[src/rtl/shift_serializer_pkg.sv]
// Shared word geometry and serializer state encoding.
// Also used by the byte-accumulating input shift register.
package shift_serializer_pkg;

    localparam int BLOCK_BYTES = 44;
    localparam int BLOCK_BITS  = BLOCK_BYTES * 8;

    typedef enum logic {
        IDLE = 1'b0,
        SEND = 1'b1
    } state_t;

endpackage

[src/rtl/shift_serializer_if.sv]
// Load handshake plus byte-stream handshake of the serializer.
interface shift_serializer_if
    import shift_serializer_pkg::*;
#(
    parameter int NBYTES = BLOCK_BYTES
);

    logic                  load_valid;
    logic                  load_ready;
    logic [NBYTES*8-1:0]   load_data;
    logic                  byte_valid;
    logic                  byte_ready;
    logic [7:0]            byte_data;
    logic                  last;
    logic                  done;

    modport master (
        output load_valid,
        output load_data,
        output byte_ready,
        input  load_ready,
        input  byte_valid,
        input  byte_data,
        input  last,
        input  done
    );

    modport slave (
        input  load_valid,
        input  load_data,
        input  byte_ready,
        output load_ready,
        output byte_valid,
        output byte_data,
        output last,
        output done
    );

endinterface

[src/rtl/shift_serializer_counter.sv]
// Up-counter with synchronous clear; clear has priority over increment.
module shift_serializer_counter #(
    parameter int WIDTH = 6
) (
    input  logic             clk,
    input  logic             rst,
    input  logic             inc,
    output logic [WIDTH-1:0] count
);

    always_ff @(posedge clk) begin
        if (rst) begin
            count <= '0;
        end else if (inc) begin
            count <= count + WIDTH'(1);
        end
    end

endmodule

[src/rtl/shift_serializer.sv]
// Parallel-in, byte-serial-out converter; byte 0 (LSB) goes out first
// so the input shift register rebuilds the word bit-for-bit.
module shift_serializer
    import shift_serializer_pkg::*;
#(
    parameter int NBYTES    = BLOCK_BYTES,
    parameter int COUNTBITS = 6
) (
    input  logic             clk,
    input  logic             rst,
    shift_serializer_if.slave bus
);

    localparam logic [COUNTBITS-1:0] LAST_IDX = COUNTBITS'(NBYTES - 1);

    state_t                   state;
    state_t                   state_nx;
    logic [NBYTES-1:0][7:0]   word;
    logic [COUNTBITS-1:0]     index;
    logic                     done_q;
    logic                     done_nx;
    logic                     accept;
    logic                     xfer;
    logic                     at_last;
    logic                     idx_bad;
    logic                     sending;
    logic                     cnt_rst;
    logic                     cnt_inc;

    assign sending = (state == SEND);
    assign at_last = (index == LAST_IDX);
    assign idx_bad = (index > LAST_IDX);
    assign accept  = (state == IDLE) & bus.load_valid;
    assign xfer    = bus.byte_valid & bus.byte_ready;

    // An out-of-range index is treated as an internal reset of the counter.
    assign cnt_rst = rst | accept | (sending & idx_bad);
    assign cnt_inc = xfer & ~at_last;

    shift_serializer_counter #(
        .WIDTH (COUNTBITS)
    ) u_index (
        .clk   (clk),
        .rst   (cnt_rst),
        .inc   (cnt_inc),
        .count (index)
    );

    always_ff @(posedge clk) begin
        if (rst) begin
            state  <= IDLE;
            done_q <= 1'b0;
        end else begin
            state  <= state_nx;
            done_q <= done_nx;
        end
    end

    // Word register has no reset; its contents only matter in SEND.
    always_ff @(posedge clk) begin
        if (accept & ~rst) begin
            word <= bus.load_data;
        end
    end

    always_comb begin
        state_nx = state;
        done_nx  = 1'b0;
        unique case (state)
            IDLE: begin
                if (bus.load_valid) begin
                    state_nx = SEND;
                end
            end
            SEND: begin
                if (idx_bad) begin
                    state_nx = IDLE;
                end else if (xfer & at_last) begin
                    state_nx = IDLE;
                    done_nx  = 1'b1;
                end
            end
            default: begin
                state_nx = IDLE;
            end
        endcase
    end

    assign bus.load_ready = (state == IDLE);
    assign bus.byte_valid = sending & ~idx_bad;
    assign bus.last       = sending & at_last;
    assign bus.done       = done_q;
    assign bus.byte_data  = bus.byte_valid ? word[index] : 8'h00;

endmodule

[src/flat_wrapper.sv]
// flat-port wrapper written by rule: the top's interface ports become plain ports
module shift_serializer_flat import shift_serializer_pkg::*;
#(
    parameter int NBYTES    = BLOCK_BYTES,
    parameter int COUNTBITS = 6
)
  (clk, rst, bus_load_valid, bus_load_data, bus_byte_ready, bus_load_ready, bus_byte_valid, bus_byte_data, bus_last, bus_done);
  shift_serializer_if #(.NBYTES(NBYTES)) bus_i ();
  input  logic clk;
  input  logic rst;
  input wire logic [$bits(bus_i.load_valid)-1:0] bus_load_valid;
  input wire logic [$bits(bus_i.load_data)-1:0] bus_load_data;
  input wire logic [$bits(bus_i.byte_ready)-1:0] bus_byte_ready;
  output wire logic [$bits(bus_i.load_ready)-1:0] bus_load_ready;
  output wire logic [$bits(bus_i.byte_valid)-1:0] bus_byte_valid;
  output wire logic [$bits(bus_i.byte_data)-1:0] bus_byte_data;
  output wire logic [$bits(bus_i.last)-1:0] bus_last;
  output wire logic [$bits(bus_i.done)-1:0] bus_done;
  assign bus_i.load_valid = bus_load_valid;
  assign bus_i.load_data = bus_load_data;
  assign bus_i.byte_ready = bus_byte_ready;
  assign bus_load_ready = bus_i.load_ready;
  assign bus_byte_valid = bus_i.byte_valid;
  assign bus_byte_data = bus_i.byte_data;
  assign bus_last = bus_i.last;
  assign bus_done = bus_i.done;
  shift_serializer #(.NBYTES(NBYTES), .COUNTBITS(COUNTBITS)) u_core (.clk(clk), .rst(rst), .bus(bus_i));
endmodule
[config.mk]
export PLATFORM = sky130hd
export DESIGN_NAME = shift_serializer_flat
export DESIGN_NICKNAME = d
export VERILOG_FILES = /design/src/rtl/shift_serializer_pkg.sv /design/src/rtl/shift_serializer_if.sv /design/src/rtl/shift_serializer_counter.sv /design/src/rtl/shift_serializer.sv /design/src/flat_wrapper.sv
export SDC_FILE = /design/constraint.sdc
export NUM_CORES = 1
export LEC_CHECK = 0
export BUFFER_PORTS_ARGS = -buffer_cell sky130_fd_sc_hd__buf_2
export CELL_PAD_IN_SITES_DETAIL_PLACEMENT = 1
export CELL_PAD_IN_SITES_GLOBAL_PLACEMENT = 1
export CORE_ASPECT_RATIO = 0.7
export CORE_MARGIN = 2
export CORE_UTILIZATION = 29
export CTS_CLUSTER_SIZE = 30
export DETAILED_ROUTE_END_ITERATION = 16
export PLACE_DENSITY = 0.63
export SLEW_MARGIN = 25
export SYNTH_ARGS = -nofsm -noshare
export SYNTH_HDL_FRONTEND = slang
export SYNTH_SLANG_ARGS = --single-unit
[constraint.sdc]
create_clock -name clk -period 28.5 [get_ports clk]
set_input_delay 2.85 -clock clk [delete_from_list [all_inputs] [get_ports clk]]
set_output_delay 2.85 -clock clk [all_outputs]
set_load 0.1 [all_outputs]
==> impl_metrics.ini, run 1 <==
[clock_tree]
clk_pin_slew_worst_paths_ns = 0.07
cts_buffer_depth = 3
htree_levels = 2
root_buffer = clkbuf_16
ctsHoldBuffers = 0
cts_tree = done
post_cts_resized = 0
clock_latency_ns = 0.56
cts_sinks = 360
postCtsSetupBuffers = 0
numCtsBuffers = 39

[floorplan]
num_rows = 67
start_util_pct = 29.3
dieArea_um2 = 49900
dieWidth_um = 266
io_pins = 368
design.core.area_um2 = 47600
die_h_um = 187

[worst_setup_path]
crit_arrival_ns = 4.67
worst-setup-path-type = flop to primary output
critPathMostFrequentCell = buf_4
cp_slowest_stage_delay_ns = 0.77
critPathBufInv = 3
cp_max_fo = 46
critPathCaptureType = primary output
critPathLaunchType = flop
crit_slowest_cell = buf_4
path_cells = buf_4, buf_4, mux4_2, a2111oi_2, o21ai_1, a32o_1, buf_2
crit_family = buffers and inverters
cp.required_ns = 25.65

[grt]
grt_antenna_before_repair = 5
grt_remaining_overflow = 0
grt_max_degree = 197
grt_pass1_vias = 8607
grt_pass1_wl_um = 59100
grt_usage_pct = 16.5

[timing]
fin_worst_skew_ns = 0.0193
worst_pin_slew_ns = 0.938
worst_slack_ns = 20.98
hold_violations = 0
tns_ns = 0
relSlewSlack_pct = 37.2
hold_slack_ns = 0.604
rsz0062_at_grt = no
period_minus_slack_ns = 7.52
final_max_slew_viol_count = 0
fin_crit_sh_pct = 26.4
setup_viol = 0
fmax_mhz = 133

[placed_design]
place_ws_ns = 21.43
dp_hpwl_um = 29900
io_buffers = 367
gp_congestion = 0.751

[pwr]
switching_power_uw = 266
cellInternalPower_uw = 907
p_comb_share_pct = 6.9
p_clk_share_pct = 40.5
switching_share_pct = 22.6
peakVddDrop_mv = 0.0453
power_density_nw_per_um2 = 66.4
p_leak_nw = 6.13
sequentialPowerShare_pct = 52.7

[drt]
wire_per_inst_um = 24.4
ant_nets = 0
num_vias = 7974
route.detailed.drc = 0
detail_route.first_pass.iterations = 5
drt-initial-drc-count = 569
wirelength_um = 41600
vias_per_cell = 4.68

[synthesis]
yosys_register_bits = 360
syn_area_um2 = 13900
ys_warn_count = 0
synthArstFlopShare_pct = 0
synthFlopType = edfxtp_1
ys_seq_area_share_pct = 77.0
synth_edf_count = 352
synth_cells = 666
synthDistinctLibCells = 42
syn_area_per_cell_um2 = 20.9
synth_fp_nets = 1024

[outcome]
status = finished, final reports clean

[final_layout]
final_layout_size_suffix_gt1_share_pct = 46.7
mostFrequentLayoutCell = buf_2
nFillCells = 4852
final_cell_mix = 367 x buf_2, 352 x edfxtp_1, 66 x mux4_2
area_delta_synth_final_pct = 26.8
fin_nets = 1407

[run]
max_cap_viol_count = 0

[worst_hold_path]
hp-class = flop to flop
## sequential cells by signal, summed over array words and instances (netlist names)
signal,cells
u_core.bus.done,1
u_core.sending,1
u_core.u_index.count,6
u_core.word,352
## metal layers
| metal | GRT usage, % | up-vias | share of wire, % | routed length [µm] |
|---|---|---|---|---|
| met5 | 0.579 | - | 0.099 | 41 |
| met4 | 3.52 | 2 | 1.6 | 686 |
| met3 | 3.79 | 45 | 5.4 | 2240 |
| met2 | 26.1 | 250 | 47 | 19700 |
| met1 | 23.2 | 4097 | 45 | 18900 |
| li1 | - | 3580 | - | - |
## cells by family after synthesis
family	Yosys count	synth area share, %
flops	360	77.0
mux	123	14.8
compound gates	82	4.14
simple gates	62	2.28
buf+inv	37	1.62
fa+ha+maj	2	0.180
## cell type report
| class | count | area, µm² | share of cell area, % |
|---|---|---|---|
| antenna | 6 | 15.0 | 0.0850 |
| clock inverter | 23 | 164 | 0.928 |
| inverter | 2 | 7.51 | 0.0425 |
| multi-input combinational | 269 | 3000 | 17.0 |
| timing repair buffer | 377 | 1960 | 11.1 |
| sequential | 360 | 10700 | 60.8 |
| tap | 621 | 777 | 4.40 |
| clock buffer | 47 | 1010 | 5.69 |
## path summary, 6_finish.rpt
check	from	cells past startpoint	to	slack, ns
worst min-delay path	u_core.sending	2	u_core.u_index.count[5]	0.60
worst max-delay path	u_core.u_index.count[0]	7	bus_byte_data[5]	20.98
worst min register to register	u_core.sending	2	u_core.u_index.count[5]	0.60
worst max register to register	u_core.u_index.count[0]	7	u_core.u_index.count[0]	25.34
## worst min-delay path: stages, from the launching register on
cell and delay (ns):
dfxtp_1 0.37, a31oi_1 0.15, nor2_1 0.04
## power groups by stage
stage / combinational, mW / clock, mW / sequential (mW)
6_report: 0.0805 / 0.475 / 0.618
5_1_grt: 0.0870 / 0.510 / 0.619
4_1_cts: 0.0814 / 0.492 / 0.618
3_5_place_dp: 0.0814 / 0 / 0.629
3_3_place_gp: 0.0794 / 0 / 0.628
2_1_floorplan: 0.0426 / 0 / 0.637
## cell usage after synthesis, types with 5 or more instances
cell type | number | area share, %
edfxtp_1 | 352 | 76
mux4_2 | 66 | 11
mux2i_1 | 54 | 3.9
nand2_1 | 23 | 0.62
a21oi_1 | 14 | 0.50
buf_2 | 12 | 0.43
a22oi_1 | 10 | 0.54
clkbuf_1 | 10 | 0.27
nor2_1 | 9 | 0.24
dfxtp_1 | 8 | 1.1
o21ai_0 | 8 | 0.29
buf_4 | 7 | 0.38
o21ai_1 | 7 | 0.25
o221ai_1 | 7 | 0.44
a32o_1 | 6 | 0.43
buf_6 | 6 | 0.48
nand3_1 | 6 | 0.22
a211oi_1 | 5 | 0.27
nor2b_1 | 5 | 0.22
## through the flow
step                      cell area (µm²)  instances  power, mW  utilization [%]
after floorplan                     13900        666      0.679                -
after global placement              16500       1628      0.708             34.6
after detailed placement            16500       1628      0.710             34.6
after CTS                           17600       1698       1.19             37.0
after global routing                17700       1701       1.22             37.1
final                               17700       1705       1.17             37.1
Power figures use the tool's default switching activity.
==> inputs of run 2 (changes only) <==
--- a/config.mk
+++ b/config.mk
@@ -13,7 +13,7 @@
 export CORE_UTILIZATION = 29
 export CTS_CLUSTER_SIZE = 30
 export DETAILED_ROUTE_END_ITERATION = 16
-export PLACE_DENSITY = 0.63
+export PLACE_DENSITY = 0.61
 export SLEW_MARGIN = 25
 export SYNTH_ARGS = -nofsm -noshare
 export SYNTH_HDL_FRONTEND = slang
==> constraint.sdc (replaced) <==
create_clock -name clk -period 7.8 [get_ports clk]
set_input_delay 0.78 -clock clk [delete_from_list [all_inputs] [get_ports clk]]
set_output_delay 0.78 -clock clk [all_outputs]
set_load 0.1 [all_outputs]
==> impl_metrics.ini, run 2 (synthesized netlist as in run 1, its figures left out) <==
[outcome]
status = finished, final reports clean

[grt]
grt_antenna_before_repair = 11
grt_pass1_wl_um = 58600
grt_pass1_vias = 8742
grt_usage_pct = 16.3
grt_max_degree = 180
grt_remaining_overflow = 0

[final_layout]
final_area_um2 = 17700
final_cell_mix = 367 x buf_2, 352 x edfxtp_1, 66 x mux4_2
nFillCells = 4847
fin_nets = 1408
top_regs = u_core.word (352), u_core.u_index.count (6)
mostFrequentLayoutCell = buf_2
utilization_pct = 37.1
final_layout_size_suffix_gt1_share_pct = 47.0
final_cells = 1705
area_delta_synth_final_pct = 26.7
largest_reg_flops = 352
largest-register = u_core.word

[floorplan]
die_h_um = 187
design.core.area_um2 = 47600
num_rows = 67
dieWidth_um = 266
io_pins = 368
dieArea_um2 = 49900
start_util_pct = 29.3

[worst_setup_path]
cp_max_fo = 33
cp_slowest_stage_delay_ns = 0.66
critPathLaunchType = flop
critPathLaunch = u_core.u_index.count[0]
path_cells = buf_4, buf_4, mux4_2, a22oi_1, nand2_1, a32o_1, buf_2
critPathCaptureType = primary output
crit_arrival_ns = 4.05
crit_slowest_cell = dfxtp_4
rr_startpoint = u_core.u_index.count[1]
critPathMostFrequentCell = buf_4
cp.required_ns = 7.02
worst-setup-path-type = flop to primary output

[worst_hold_path]
hp-class = input port to flop
worstHoldStart = bus_load_data[276]

[pwr]
p_clk_share_pct = 40.2
switching_share_pct = 22.1
cellInternalPower_mw = 3.32
p_total_mw = 4.27
p_leak_nw = 6.13
switching_power_uw = 944
p_comb_share_pct = 6.9
power_density_nw_per_um2 = 242
sequentialPowerShare_pct = 52.9
peakVddDrop_mv = 0.130

[timing]
worst_pin_slew_ns = 0.962
hold_violations = 0
setup_viol = 0
fin_crit_sh_pct = 61.9
fin_worst_skew_ns = 0.00867
relSlewSlack_pct = 35.9
fmax_mhz = 207
final_max_slew_viol_count = 0
tns_ns = 0
hold_slack_ns = 0.414
rsz0062_at_grt = no
period_minus_slack_ns = 4.83
worst_slack_ns = 2.97

[drt]
drt-initial-drc-count = 628
met1_length_um = 18200
wire_per_inst_um = 24.0
route.detailed.drc = 0
vias_per_cell = 4.67
met3_length_um = 2910
wirelength_um = 41000
detail_route.first_pass.iterations = 5
dr_wl_met2_um = 19400
num_vias = 7962
ant_nets = 0
topRoutingLayerUsed = met5

[run]
max_cap_viol_count = 0

[placed_design]
dp_hpwl_um = 29700
gp_congestion = 0.765
dp.cells = 1630
io_buffers = 367
placed_area_um2 = 16500
place_ws_ns = 3.42

[clock_tree]
clk_pin_slew_worst_paths_ns = 0.06
cts_buffer_depth = 3
root_buffer = clkbuf_16
postCtsSetupBuffers = 0
cts_tree = done
clock_latency_ns = 0.54
post_cts_resized = 0
numCtsBuffers = 38
cts_sinks = 360
ctsHoldBuffers = 0
htree_levels = 2
[run 2: worst paths after layout]
kind	end	slack (ns)	cells after the start
max	bus_byte_data[6]	2.97	7
min	u_core.word[276]	0.41	1
max reg2reg	u_core.bus.done	4.75	7
min reg2reg	u_core.u_index.count[5]	0.60	2
[run 2: worst max-delay path, delay by kind of cell, from the launching register on]
kind                   cells  cell delay (ns)
AOI/OAI and AO/OA          2             0.69
buffers and inverters      3             1.43
DFF                        1             0.66
muxes                      1             0.56
and+or+nand+nor            1             0.09
[run 2: power groups by stage]
stage          sequential (mW)  clock, mW  combinational (mW)
3_5_place_dp              2.30          0               0.299
6_report                  2.26       1.71               0.296
4_1_cts                   2.26       1.77               0.300
5_1_grt                   2.26       1.84               0.320
3_3_place_gp              2.30          0               0.295
2_1_floorplan             2.31          0               0.156
[run 2: cell type report]
class | instances | area [µm²] | area share (%)
antenna | 9 | 22.5 | 0.128
clock buffer | 47 | 985 | 5.58
clock inverter | 18 | 163 | 0.921
inverter | 2 | 7.51 | 0.0425
multi-input combinational | 269 | 3000 | 17.0
sequential | 360 | 10700 | 60.8
tap | 621 | 777 | 4.40
timing repair buffer | 379 | 1960 | 11.1
[run 2: routing by layer]
layer  vias up  GRT usage, %
met5         -             0
met4         4          3.33
met3        43          4.67
met2       282          25.9
met1      4049          22.4
li1       3584             -
